`config.mk`:
```
export PLATFORM = sky130hd
export DESIGN_NAME = cwe_1280_reader
export DESIGN_NICKNAME = d
export VERILOG_FILES = /design/src/rtl/cwe_1280_reader.sv
export SDC_FILE = /design/constraint.sdc
export NUM_CORES = 1
export LEC_CHECK = 0
export BUFFER_PORTS_ARGS = -buffer_cell sky130_fd_sc_hd__buf_2
export CAP_MARGIN = 15
export CORE_ASPECT_RATIO = 1.1
export CORE_MARGIN = 3
export CORE_UTILIZATION = 51
export DETAILED_ROUTE_END_ITERATION = 8
export PLACE_DENSITY = 0.78
export SLEW_MARGIN = 10
export SYNTH_ARGS = -nofsm -noshare
export SYNTH_HDL_FRONTEND = slang
export SYNTH_SLANG_ARGS = --single-unit
```
`constraint.sdc`:
```
create_clock -name clk -period 1.99 [get_ports clk]
set_input_delay 0.0995 -clock clk [delete_from_list [all_inputs] [get_ports clk]]
set_output_delay 0.0995 -clock clk [all_outputs]
set_load 0.01 [all_outputs]
```
`src/rtl/cwe_1280_reader.sv`:
```
// Password-gated read controller: latches a request, evaluates the grant in a
// dedicated CHECK state, fetches from storage only for granted reads, and locks out after repeated denials.
module cwe_1280_reader #(
    parameter int          DATA_W         = 8,
    parameter int          ADDR_W         = 2,
    parameter logic [2:0]  PASS           = 3'h4,
    parameter int          MAX_FAIL       = 3,
    parameter int          LOCKOUT_CYCLES = 16
) (
    input  logic              clk,
    input  logic              rst,
    input  logic              req_valid,
    output logic              req_ready,
    input  logic [ADDR_W-1:0] req_addr,
    input  logic [2:0]        req_password,
    output logic              mem_rd_en,
    output logic [ADDR_W-1:0] mem_addr,
    input  logic [DATA_W-1:0] mem_rdata,
    output logic              rsp_valid,
    input  logic              rsp_ready,
    output logic [DATA_W-1:0] rsp_data,
    output logic              rsp_err,
    output logic              locked
);

    localparam int CNT_W = $clog2(LOCKOUT_CYCLES + 1);

    typedef enum logic [2:0] {
        IDLE,
        CHECK,
        FETCH,
        WAIT,
        RESP,
        LOCKOUT
    } state_t;

    state_t              state_q, state_d;
    logic [ADDR_W-1:0]   addr_q, addr_d;
    logic [2:0]          pass_q, pass_d;
    logic [2:0]          fail_q, fail_d;
    logic [CNT_W-1:0]    lock_q, lock_d;
    logic [DATA_W-1:0]   data_q, data_d;
    logic                err_q, err_d;
    logic                grant;

    // Grant depends only on the password latched at acceptance, never on live inputs.
    assign grant = (pass_q == PASS) && (pass_q != 3'd0);

    always_ff @(posedge clk) begin
        if (rst) begin
            state_q <= IDLE;
            addr_q  <= '0;
            pass_q  <= '0;
            fail_q  <= '0;
            lock_q  <= '0;
            data_q  <= '0;
            err_q   <= 1'b0;
        end else begin
            state_q <= state_d;
            addr_q  <= addr_d;
            pass_q  <= pass_d;
            fail_q  <= fail_d;
            lock_q  <= lock_d;
            data_q  <= data_d;
            err_q   <= err_d;
        end
    end

    always_comb begin
        state_d = state_q;
        addr_d  = addr_q;
        pass_d  = pass_q;
        fail_d  = fail_q;
        lock_d  = lock_q;
        data_d  = data_q;
        err_d   = err_q;
        case (state_q)
            IDLE: begin
                if (req_valid) begin
                    addr_d  = req_addr;
                    pass_d  = req_password;
                    state_d = CHECK;
                end
            end
            CHECK: begin
                if (grant) begin
                    state_d = FETCH;
                end else begin
                    data_d  = '0;
                    err_d   = 1'b1;
                    fail_d  = (fail_q == 3'(MAX_FAIL)) ? fail_q : fail_q + 3'd1;
                    state_d = RESP;
                end
            end
            FETCH: begin
                state_d = WAIT;
            end
            WAIT: begin
                data_d  = mem_rdata;
                err_d   = 1'b0;
                fail_d  = '0;
                state_d = RESP;
            end
            RESP: begin
                if (rsp_ready) begin
                    if (fail_q == 3'(MAX_FAIL)) begin
                        lock_d  = CNT_W'(LOCKOUT_CYCLES);
                        state_d = LOCKOUT;
                    end else begin
                        state_d = IDLE;
                    end
                end
            end
            LOCKOUT: begin
                // Leaving when the counter reads 1 gives exactly LOCKOUT_CYCLES locked cycles.
                if (lock_q <= CNT_W'(1)) begin
                    lock_d  = '0;
                    fail_d  = '0;
                    state_d = IDLE;
                end else begin
                    lock_d  = lock_q - CNT_W'(1);
                end
            end
            default: begin
                state_d = IDLE;
            end
        endcase
    end

    assign req_ready = (state_q == IDLE) && !rst;
    assign mem_rd_en = (state_q == FETCH);
    assign mem_addr  = addr_q;
    assign rsp_valid = (state_q == RESP);
    assign rsp_data  = data_q;
    assign rsp_err   = err_q;
    assign locked    = (state_q == LOCKOUT);

endmodule

```
Yosys cells after proc, flatten, opt, wreduce, memory -nomap -nowiden. Cells that the tools add are included.

Equal/unequal tests: 13. Magnitude comparators: 1. Reduce and logical (&&, ||, !) cells: 13. $add $sub $neg: 2. Multiplexer cells: 17.

Operator list (count): $mux 3 (7); $pmux 3 s6 (1); $pmux 8 s2 (1); $mux 5 (3); $pmux 5 s2 (1); $eq 3x2->1 const B (3); $eq 3x3->1 const B (3); $pmux 3 s3 (1); $mux 8 (1); $ne 2x1->1 const B (3); $ne 2x2->1 const B (3); $reduce_and 3->1 (2); $reduce_bool 3->1 (2); $le 5x1->1 const B (1); $sub 5x1->5 const B (1); $reduce_and 2->1 (2); $reduce_and 4->1 (1); $reduce_bool 2->1 (2); $add 3x1->3 const B (1); $eq 3x1->1 const B (1); $logic_not 3->1 (1); $logic_and 1x1->1 (2); $pmux 1 s2 (1); $logic_not 1->1 (1); $mux 1 (1).

Bits in registers: 25. Input bits: 17. Output and inout port bits: 15. Word-level logic and storage cells: 53.

Longest topological paths before layout.
Depth after elaboration: 4. Depth in mapped cells: 6. Depth with buffers taken out: 6.

Worst setup path after synthesis. No wires, ideal clock.

Path type: reg-to-reg. Start point: reg lock_q[0]. End point: reg fail_q[1]. Path slack: 0.409 ns. Arrival: 1.509 ns. Clock period less this slack: 1.581 ns. Stages on the path, launching flop included: 6. Required time: 1.918 ns. Path buffers: 0. Library setup time: 0.072 ns. Cell sequence: dfxtp_1 ha_1 o21ba_1 or4_4 o32ai_2 mux2i_1.

Cells in the longest elaborated chain, start to end: 3.

Ends and longest elaborated chain: from (decl) (RTL line 41) `logic [CNT_W-1:0] lock_q, lock_d;`; from (signal assigned) (RTL line 63) `lock_q <= lock_d;`; $le 5x1->1 (RTL line 116) `if (lock_q <= CNT_W'(1)) begin`; $ne 2x1->1 (no source line); $reduce_and 4->1 (no source line); to (signal assigned) (RTL line 62) `fail_q <= fail_d;`; to (decl) (RTL line 40) `logic [2:0] fail_q, fail_d;`.

Every way passes these cells. A chain may end at the register's enable or synchronous reset.

Worst setup path after layout.
Start point: reg lock_q[1]. End point: reg fail_q[1].

The elaborated chain is that of the path after synthesis.

==> results.yml <==
sta:
  max-slew-margin-rel_pct: 66.4
  rsz0062_at_grt: "no"
  drv_slew: 0
  min_period_ps: 1810
  hold_viol_final: 0
  timing.fmax_mhz: 553
  fin_crit_sh_pct: 90.9
  setup_viol: 0
  timing.setup.tns_ps: 0
  tightest_slew_ps: 503
  whs_ps: 5.99
  finClkSkew_ps: 6.90
logic_synthesis:
  ys_warn_count: 0
  synth_commonest_cells: "dfxtp_1, nor2_1, a22oi_1, mux2i_1, a21oi_1"
  synth_area_sq_um: 1210
  yosysMostFrequentCell: "dfxtp_1"
  synth_cell_type_count: 40
  synth-edff-count: 0
  synth_area_leaders: "dfxtp_1, nor2_1, mux2i_1"
  syn_avg_cell_area_sq_um: 9.36
  synth_cells: 129
  synth.largest_area_cell: "dfxtp_1"
  synth.yosys.seq_area_share_pct: 41.5
  syn_nets: 150
  ys_seq_elements: 25
  synth.top_cell.area_share_pct: 41.5
  synth-main-ff-cell: "dfxtp_1"
  async_reset_ff_share_pct: 0
finish:
  fin_area_sq_um: 1440
  multi_input_area_sq_um: 658
  drive_gt1_share_pct: 29.6
  fin_nets: 184
  instances_no_fill: 190
  fill_cells: 182
  n_antenna_cell: 0
  layout-area-overhead-vs-synth_pct: 19.0
  seqCellArea_sq_um: 500
die:
  die_y_microns: 57.0
  core-area_sq_um: 2130
  num_rows: 17
  io_pins: 32
  die-area_sq_um: 2990
  start_util_pct: 56.8
  fp.dieW_microns: 52.4
placement:
  io_buffers: 31
  dp_hpwl_microns: 2010
  finalWeightedCongestion: 0.788
  placed_cells: 184
  placed_cell_area_sq_um: 1390
pwr:
  p_leak_uw: 0.000618
  ir_drop_v: 0.000596
  powerDensity_nw_per_um2: 674
  power.total_uw: 969
cts:
  cts_tree: "done"
  cts_buffer_depth: 2
  numCtsBuffers: 3
  clk_pin_slew_worst_paths_ps: 140
  clk_latency_ps: 330
  ctsRootBufferMaster: "clkbuf_4"
  cts.sink_count: 25
  htreeDepth: 1
worst_setup_path:
  max_stage_delay_ps: 440
  startpoint_type: "register"
  worstSetupPathType: "reg -> reg"
  endpoint_kind: "register"
  crit_arrival_ps: 2070
  crit_chain: "inv_1 > ha_1 > o21ba_1 > or4_4 > o32ai_2 > mux2i_1"
  cpMaxStageDelayCell: "or4_4"
  cp.required_ps: 2250
  cp_max_fo: 4
grt:
  grt_pass1_vias: 987
  grt_pass1_wl_microns: 4420
  grt_max_degree: 27
  antenna_found_initial: 0
  grt_overflow_total: 0
  grtUsageTotal_pct: 19.2
routing:
  met3WireLength_microns: 92
  drc: 0
  dr.max_layer_used: "met4"
  wl_microns: 2690
  first_pass_iters: 4
  ant_nets: 0
  met2_wirelength_microns: 1430
  wl_per_cell_microns: 14.2
  viasPerCell: 5.47
  routedLengthMet1_microns: 1140
  via_count: 1040
  drt_iter0_drc: 20
job:
  drv_cap: 0
run_status:
  status: "finished, final reports clean"
worst_hold_path:
  hold_class: "in -> reg"
[layout by cell type (no fill, tap or decap), types with 2 or more instances in the layout]
| cell | n |
|---|---|
| buf_2 | 31 |
| nor2b_1 | 2 |
| or3b_2 | 2 |
| nor4_1 | 3 |
| dfxtp_1 | 25 |
| nor2_1 | 22 |
| nor3b_1 | 2 |
| inv_2 | 2 |
| mux2i_1 | 8 |
| xnor2_1 | 3 |
| nand2b_1 | 5 |
| or4_1 | 2 |
| clkbuf_4 | 3 |
| buf_4 | 2 |
| a21oi_1 | 7 |
| o21ai_0 | 3 |
| dlygate4sd3_1 | 2 |
| ha_1 | 4 |
| inv_1 | 4 |
| a22oi_1 | 8 |
[path summary, 6_finish.rpt]
kind	startpoint	to	slack [ps]	cells past startpoint
hold reg to reg	rsp_err	rsp_err	500	2
hold / removal	req_password[1]	pass_q[1]	6	3
setup / recovery	lock_q[1]	fail_q[1]	180	6
setup reg to reg	lock_q[1]	fail_q[1]	180	6
[area by class of cell]
cell class              count  share of cell area, %
well taps                  28                   2.44
clock inverters             1                  0.523
repair buffers             35                   13.2
inverters                   6                   1.57
flip-flops and latches     25                   34.8
clock buffers               3                   1.57
multi-input cells          92                   45.8
[state kept, by name, summed over array words and instances (netlist names)]
| signal | cells |
|---|---|
| mem_addr | 2 |
| lock_q | 5 |
| rsp_err | 1 |
| rsp_data | 8 |
| pass_q | 3 |
| fail_q | 3 |
| state_q | 3 |
[repair_timing]
action	CTS	global route
hold buffers	2	0
hold endpoints to repair	2	0
gates resized for setup	0	0
buffers inserted	0	0
[metrics by stage]
step / setup WS [ps] / utilization [%]
2_1_floorplan: 409 / -
3_3_place_gp: 352 / 65.2
3_5_place_dp: 198 / 65.2
4_1_cts: 180 / 67.5
5_1_grt: 24.3 / 67.5
6_report: 181 / 67.5
[where the power goes]
part	internal (uW)	switching [uW]	total, uW
Clock	77.1	162	239
Sequential	523	23.4	546
Combinational	88.1	96.1	184
[critical path: cells and delay by family, from the launching register on]
kind | cells | cell delay (ps)
adder cells (fa/ha/maj) | 1 | 190
AO/OA/AOI/OAI | 2 | 400
buffers and inverters | 1 | 110
AND/OR/NAND/NOR | 1 | 440
multiplexers | 1 | 240
flip-flops | 1 | 370
[logic make-up (layout without fill, tap and decap cells)]
group / Yosys count / in the layout / share of synthesized area [%]
AO/OA/AOI/OAI: 28 / 28 / 17.0
AND/OR/NAND/NOR: 48 / 48 / 23.8
flip-flops: 25 / 25 / 41.5
XOR/XNOR: 4 / 4 / 2.90
adder cells (fa/ha/maj): 4 / 4 / 4.15
multiplexers: 8 / 8 / 6.63
buffers and inverters: 12 / 45 / 4.04
[metal layers]
layer	vias up	track usage, %
met1	484	22.0
met4	0	5.47
met5	-	0
met3	2	2.35
li1	525	-
met2	29	36.0
Power figures use the tool's default switching activity.
